$ cat config.mk
export PLATFORM = sky130hd
export DESIGN_NAME = step_onehot_monitor_flat
export DESIGN_NICKNAME = d
export VERILOG_FILES = /design/src/rtl/step_onehot_monitor_pkg.sv /design/src/rtl/step_onehot_monitor_if.sv /design/src/rtl/step_onehot_monitor_onehot_to_index.sv /design/src/rtl/step_onehot_monitor.sv /design/src/flat_wrapper.sv
export SDC_FILE = /design/constraint.sdc
export NUM_CORES = 1
export LEC_CHECK = 0
export BUFFER_PORTS_ARGS = -buffer_cell sky130_fd_sc_hd__buf_4
export CAP_MARGIN = 25
export CORE_UTILIZATION = 40
export CTS_CLUSTER_DIAMETER = 100
export DETAILED_ROUTE_END_ITERATION = 10
export GPL_ROUTABILITY_DRIVEN = 1
export SETUP_SLACK_MARGIN = 0.3
export SYNTH_ARGS = -nofsm -noshare
export SYNTH_HDL_FRONTEND = slang
export SYNTH_SLANG_ARGS = --single-unit
$ cat constraint.sdc
create_clock -name clk -period 2.9 [get_ports clk]
set_input_delay 0 -clock clk [delete_from_list [all_inputs] [get_ports clk]]
set_output_delay 0 -clock clk [all_outputs]
set_load 0.03 [all_outputs]
$ cat src/rtl/step_onehot_monitor_pkg.sv
// Shared definitions for the one-hot step monitor: state encoding,
// fault cause codes and default geometry of the step vector.
package step_onehot_monitor_pkg;

   // Default geometry: bit 0 is the start code, bits 1..8 the running cycle.
   localparam int N_STEPS_DEF = 9;
   localparam int IDX_W_DEF   = 4;
   localparam int RND_W_DEF   = 8;

   // Monitor state encoding.
   typedef enum logic [1:0] {
      INIT  = 2'd0,
      RUN   = 2'd1,
      FAULT = 2'd2
   } state_t;

   // Cause of the first fault, held until cleared.
   localparam logic [1:0] ERR_NONE       = 2'b00;
   localparam logic [1:0] ERR_NOT_ONEHOT = 2'b01;
   localparam logic [1:0] ERR_ORDER      = 2'b10;
   localparam logic [1:0] ERR_RESTART    = 2'b11;

endpackage

$ cat src/rtl/step_onehot_monitor_if.sv
// Bundle of the step vector, clear request and monitor results.
// master: the side that drives the step vector and reads results.
// slave : the monitor itself.
interface step_onehot_monitor_if
   import step_onehot_monitor_pkg::*;
#(
   parameter int N_STEPS = N_STEPS_DEF,
   parameter int IDX_W   = IDX_W_DEF,
   parameter int RND_W   = RND_W_DEF
);
   logic [N_STEPS-1:0] step_in;
   logic               clr_err;
   logic [IDX_W-1:0]   idx;
   logic               idx_valid;
   logic               round_done;
   logic [RND_W-1:0]   round_cnt;
   logic               err;
   logic [1:0]         err_code;

   modport master (
      output step_in, clr_err,
      input  idx, idx_valid, round_done, round_cnt, err, err_code
   );

   modport slave (
      input  step_in, clr_err,
      output idx, idx_valid, round_done, round_cnt, err, err_code
   );
endinterface

$ cat src/rtl/step_onehot_monitor_onehot_to_index.sv
// Combinational one-hot encoder: reports whether exactly one bit is set
// and the binary position of the set bit. Reusable for any one-hot bus.
module onehot_to_index #(
   parameter int N = 9,
   parameter int W = 4
) (
   input  logic [N-1:0] vec_i,
   output logic [W-1:0] pos_o,
   output logic         onehot_o
);

   // Classify the vector and encode the position of its set bit.
   always_comb begin
      pos_o    = '0;
      onehot_o = (vec_i != '0) && ((vec_i & (vec_i - N'(1))) == '0);
      for (int i = 0; i < N; i++) begin
         pos_o = pos_o | (vec_i[i] ? W'(i) : W'(0));
      end
   end

endmodule

$ cat src/rtl/step_onehot_monitor.sv
// Receive-side checker for the one-hot step sequencer. Tracks the expected
// step order, reports the binary index, counts completed rounds and latches
// the first fault with its cause until cleared.
module step_onehot_monitor
   import step_onehot_monitor_pkg::*;
#(
   parameter int N_STEPS = N_STEPS_DEF,
   parameter int IDX_W   = IDX_W_DEF,
   parameter int RND_W   = RND_W_DEF
) (
   input  logic                  clk,
   input  logic                  rst,
   step_onehot_monitor_if.slave  bus
);

   state_t             state_q;
   logic [IDX_W-1:0]   prev_q;
   logic [IDX_W-1:0]   idx_q;
   logic               idx_valid_q;
   logic               round_done_q;
   logic [RND_W-1:0]   round_cnt_q;
   logic               err_q;
   logic [1:0]         err_code_q;

   logic [IDX_W-1:0]   pos_s;
   logic               onehot_s;
   logic [IDX_W-1:0]   exp_pos_s;

   onehot_to_index #(
      .N (N_STEPS),
      .W (IDX_W)
   ) u_enc (
      .vec_i    (bus.step_in),
      .pos_o    (pos_s),
      .onehot_o (onehot_s)
   );

   // Next legal step after prev: bit 1 after the start code or the last bit.
   always_comb begin
      if ((prev_q == IDX_W'(0)) || (prev_q == IDX_W'(N_STEPS - 1))) begin
         exp_pos_s = IDX_W'(1);
      end else begin
         exp_pos_s = prev_q + IDX_W'(1);
      end
   end

   // Monitor FSM with order tracking, round counting and sticky fault capture.
   always_ff @(posedge clk or posedge rst) begin
      if (rst) begin
         state_q      <= INIT;
         prev_q       <= '0;
         idx_q        <= '0;
         idx_valid_q  <= 1'b0;
         round_done_q <= 1'b0;
         round_cnt_q  <= '0;
         err_q        <= 1'b0;
         err_code_q   <= ERR_NONE;
      end else begin
         round_done_q <= 1'b0;
         case (state_q)
            INIT: begin
               // A clear request is meaningless here; the step is judged as usual.
               if (onehot_s && (pos_s == IDX_W'(0))) begin
                  idx_q       <= '0;
                  idx_valid_q <= 1'b0;
               end else if (onehot_s && (pos_s == IDX_W'(1))) begin
                  state_q     <= RUN;
                  idx_q       <= IDX_W'(1);
                  idx_valid_q <= 1'b1;
                  prev_q      <= IDX_W'(1);
               end else if (!onehot_s) begin
                  state_q     <= FAULT;
                  idx_valid_q <= 1'b0;
                  err_q       <= 1'b1;
                  err_code_q  <= ERR_NOT_ONEHOT;
               end else begin
                  state_q     <= FAULT;
                  idx_valid_q <= 1'b0;
                  err_q       <= 1'b1;
                  err_code_q  <= ERR_ORDER;
               end
            end
            RUN: begin
               if (bus.clr_err) begin
                  // Forced re-sync: the sequencer must be seen starting again.
                  state_q     <= INIT;
                  idx_valid_q <= 1'b0;
                  prev_q      <= '0;
               end else if (!onehot_s) begin
                  state_q     <= FAULT;
                  idx_valid_q <= 1'b0;
                  err_q       <= 1'b1;
                  err_code_q  <= ERR_NOT_ONEHOT;
               end else if (pos_s == IDX_W'(0)) begin
                  state_q     <= FAULT;
                  idx_valid_q <= 1'b0;
                  err_q       <= 1'b1;
                  err_code_q  <= ERR_RESTART;
               end else if (pos_s == exp_pos_s) begin
                  idx_q       <= pos_s;
                  idx_valid_q <= 1'b1;
                  prev_q      <= pos_s;
                  if (prev_q == IDX_W'(N_STEPS - 1)) begin
                     round_done_q <= 1'b1;
                     round_cnt_q  <= round_cnt_q + RND_W'(1);
                  end else begin
                     round_done_q <= 1'b0;
                  end
               end else begin
                  // Covers skips and a step held for two samples.
                  state_q     <= FAULT;
                  idx_valid_q <= 1'b0;
                  err_q       <= 1'b1;
                  err_code_q  <= ERR_ORDER;
               end
            end
            FAULT: begin
               idx_valid_q <= 1'b0;
               if (bus.clr_err) begin
                  state_q    <= INIT;
                  err_q      <= 1'b0;
                  err_code_q <= ERR_NONE;
                  prev_q     <= '0;
               end else begin
                  err_q <= 1'b1;
               end
            end
            default: begin
               state_q     <= INIT;
               idx_valid_q <= 1'b0;
               prev_q      <= '0;
            end
         endcase
      end
   end

   assign bus.idx        = idx_q;
   assign bus.idx_valid  = idx_valid_q;
   assign bus.round_done = round_done_q;
   assign bus.round_cnt  = round_cnt_q;
   assign bus.err        = err_q;
   assign bus.err_code   = err_code_q;

endmodule

$ cat src/flat_wrapper.sv
// flat-port wrapper written by rule: the top's interface ports become plain ports
module step_onehot_monitor_flat import step_onehot_monitor_pkg::*;
#(
   parameter int N_STEPS = N_STEPS_DEF,
   parameter int IDX_W   = IDX_W_DEF,
   parameter int RND_W   = RND_W_DEF
)
  (clk, rst, bus_step_in, bus_clr_err, bus_idx, bus_idx_valid, bus_round_done, bus_round_cnt, bus_err, bus_err_code);
  step_onehot_monitor_if #(.N_STEPS(N_STEPS), .IDX_W(IDX_W), .RND_W(RND_W)) bus_i ();
  input  logic clk;
  input  logic rst;
  input wire logic [$bits(bus_i.step_in)-1:0] bus_step_in;
  input wire logic [$bits(bus_i.clr_err)-1:0] bus_clr_err;
  output wire logic [$bits(bus_i.idx)-1:0] bus_idx;
  output wire logic [$bits(bus_i.idx_valid)-1:0] bus_idx_valid;
  output wire logic [$bits(bus_i.round_done)-1:0] bus_round_done;
  output wire logic [$bits(bus_i.round_cnt)-1:0] bus_round_cnt;
  output wire logic [$bits(bus_i.err)-1:0] bus_err;
  output wire logic [$bits(bus_i.err_code)-1:0] bus_err_code;
  assign bus_i.step_in = bus_step_in;
  assign bus_i.clr_err = bus_clr_err;
  assign bus_idx = bus_i.idx;
  assign bus_idx_valid = bus_i.idx_valid;
  assign bus_round_done = bus_i.round_done;
  assign bus_round_cnt = bus_i.round_cnt;
  assign bus_err = bus_i.err;
  assign bus_err_code = bus_i.err_code;
  step_onehot_monitor #(.N_STEPS(N_STEPS), .IDX_W(IDX_W), .RND_W(RND_W)) u_core (.clk(clk), .rst(rst), .bus(bus_i));
endmodule
==> results_dict.tcl <==
set metrics [dict create \
    outcome "complete, no violations" \
    antenna_cells 0 \
    multi_input_area_um2 846 \
    setup_slack_ns 0.522 \
    ys_ff_latch 23 \
    swShare_pct 39.0 \
    cts_resized 0 \
    layout.area.seq_um2 576 \
    setup_viol 0 \
    clkSlewWorstSetupHoldPaths_ns 0.14 \
    crit_type "register to register" \
    crit_arrival_ns 2.55 \
    hold_viol_final 0 \
    ir_drop_v 0.000578 \
    grt_pass1_wl_um 5720 \
    clock_sinks 23 \
    power.leakage_uw 0.000832 \
    std_cell_rows 21 \
    p_per_area_nw_per_um2 529 \
    p_int_uw 577 \
    grt_antenna_before_repair 0 \
    gp_congestion 0.907 \
    grt_pass1_vias 1265 \
    ys_async_sr_fraction_pct 100 \
    power.switching_uw 368 \
    final_common_cell "buf_4" \
    drc 0 \
    fillCellCount 323 \
    h-tree-depth 1 \
    dp_hpwl_um 2480 \
    coreArea_um2 3420 \
    drive_gt1_share_pct 27.1 \
    cts_buffers 3 \
    die_h_um 62.6 \
    cp_max_fo 5 \
    fmax_ghz 0.420 \
    areaGrowthSynthToFinish_pct 21.8 \
    postCtsHoldBufs 3 \
    grt_max_degree 24 \
    stdcell_count 227 \
    cts_setup_buffers 0 \
    first_pass_iters 4 \
    drv_slew 0 \
    initial_core_util_pct 43.0 \
    hold_path_class "input port to register" \
    finalCritPeriodShare_pct 82.0 \
    end_kind "register" \
    pwr-share-seq_pct 41.4 \
    synth_edf_count 0 \
    ys.flop_type "dfrtp_1" \
    dieWidth_um 62.6 \
    final.setup_skew_ns 0.00422 \
    syn_area_um2 1470 \
    drtIter0Drc 54 \
    wl_per_cell_um 14.0 \
    setup-tns-final_ns 0 \
    grt_usage_pct 18.0 \
    grt_remaining_overflow 0 \
    routed_wl_um 3190 \
    synth_cells 147 \
    cts_tree "built" \
    cts_root_buf "clkbuf_4" \
    vias 1228 \
    synth_area_per_cell_um2 9.98 \
    yosysUniqueCellTypes 48 \
    clock_power_share_pct 16.4 \
    critPathLaunchType "register" \
    tightestPinTransition_ns 0.853 \
    cp_top_family "compound AO/OA/AOI/OAI gates" \
    yosys_warnings 0 \
    crit_buf_inv 1 \
    dp_slack_ns 0.543 \
    rsz0062_at_grt "false" \
    pin_count 29 \
    post-route-min-period_ns 2.38 \
    critPathMaxStageDelay_ns 0.47 \
    p_comb_share_pct 42.1 \
    die_area_um2 3920 \
    most-common-layout-cells "buf_4, dfrtp_1, nor2_1, nand3_1" \
    synth_nets 166 \
    dp.cells 220 \
    nets 201 \
    ant_nets 0 \
    critical_path_required_ns 3.07 \
    routed_via_density 5.41 \
    clk-insertion-delay-late_ns 0.32 \
    relSlewSlack_pct 43.1 \
    drv_cap 0 \
    slowest_stage "o21ai_0" \
    portBuffers 28 \
    path_cells "inv_1 > ha_1 > nor2_1 > mux2_2 > mux2i_1 > a2bb2oi_2 > nor3_2 > o21ai_0 > a22oi_1" \
    ys_seq_area_share_pct 39.2 \
    clockBufferDepth 2 \
    whs_ns 0.0152 \
]
state kept, by name (all words and copies together), names as in the netlist:
| name | count |
|---|---|
| u_core.prev_q | 4 |
| u_core.bus.round_cnt | 8 |
| u_core.bus.idx | 4 |
| u_core.bus.err | 1 |
| u_core.bus.idx_valid | 1 |
| u_core.bus.err_code | 2 |
| u_core.bus.round_done | 1 |
| u_core.state_q | 2 |
per-layer routing:
metal	wire (um)	vias to the layer above	GRT usage, %	share of wire (%)
li1	-	605	-	-
met1	1550	595	24.2	49
met2	1510	24	29.9	47
met3	108	4	3.83	3.4
met4	23	0	3.20	0.72
met5	0	-	0	0
cell usage after synthesis (all sizes together), types with 2 or more instances:
| cell | instances | area (um2) |
|---|---|---|
| nor4 | 4 | 58.8 |
| nor2 | 12 | 45.0 |
| and3 | 3 | 18.8 |
| nand2b | 3 | 18.8 |
| a21oi | 5 | 25.0 |
| o21ai | 4 | 20.0 |
| ha | 7 | 87.6 |
| nand2 | 5 | 18.8 |
| nor3 | 6 | 35.0 |
| mux2 | 5 | 56.3 |
| xor2 | 2 | 17.5 |
| nor2b | 4 | 25.0 |
| buf | 2 | 16.3 |
| nand4 | 3 | 18.8 |
| a21o | 2 | 16.3 |
| inv | 7 | 26.3 |
| and2 | 4 | 25.0 |
| dfrtp | 23 | 576 |
| a2bb2oi | 3 | 32.5 |
| o2bb2ai | 6 | 52.6 |
| o211ai | 2 | 20.0 |
| xnor2 | 7 | 61.3 |
| or4 | 3 | 27.5 |
| a22oi | 2 | 15.0 |
| nand3 | 10 | 50.1 |
worst paths after layout:
path                                                      from                                  end  slack, ns  cells after the start
hold / removal                                  bus_step_in[6]         u_core.prev_q[1]$_DFFE_PP0P_       0.02                      3
min in group asynchronous                                  rst  u_core.bus.round_cnt[4]$_DFFE_PP0P_       0.40                      3
setup reg to reg                  u_core.prev_q[0]$_DFFE_PP0P_         u_core.prev_q[0]$_DFFE_PP0P_       0.52                      9
setup / recovery                  u_core.prev_q[0]$_DFFE_PP0P_         u_core.prev_q[0]$_DFFE_PP0P_       0.52                      9
hold reg to reg            u_core.bus.round_cnt[7]$_DFFE_PP0P_  u_core.bus.round_cnt[7]$_DFFE_PP0P_       0.48                      1
max in group asynchronous                                  rst   u_core.bus.err_code[1]$_DFFE_PP0P_       1.98                      3
cells by family after synthesis:
family	after synthesis	share of synthesized area, %
XOR/XNOR	9	5.37
AND/OR/NAND/NOR	60	25.0
flip-flops	23	39.2
adder cells (fa/ha/maj)	7	5.97
AO/OA/AOI/OAI	32	16.8
multiplexers	6	4.52
buffers and inverters	10	3.15
metrics by stage:
stage	util, %	cell area [um2]	total power (uW)
after floorplan	-	1470	678
after global placement	50.7	1730	776
after detailed placement	50.7	1730	795
after CTS	52.3	1790	950
after global routing	52.3	1790	1020
final	52.3	1790	945
power by group through the flow:
stage                     combinational [uW]  sequential, uW  clock [uW]
final                                    398             392         155
after global routing                     446             397         174
after CTS                                402             392         156
after detailed placement                 397             399           0
after global placement                   382             394           0
after floorplan                          251             427           0
layout make-up:
class,instances,area share [%]
timing repair buffer,33,14.3
inverter,7,1.47
clock buffer,3,1.26
clock inverter,1,0.280
sequential,23,32.2
multi-input combinational,114,47.3
tap,46,3.22
tightest hold or removal path: stages:
cell,delay [ns]
buf_4,0.12
nor4_2,0.07
o2bb2ai_1,0.12
Note: power is estimated with default switching activity, not from simulation.
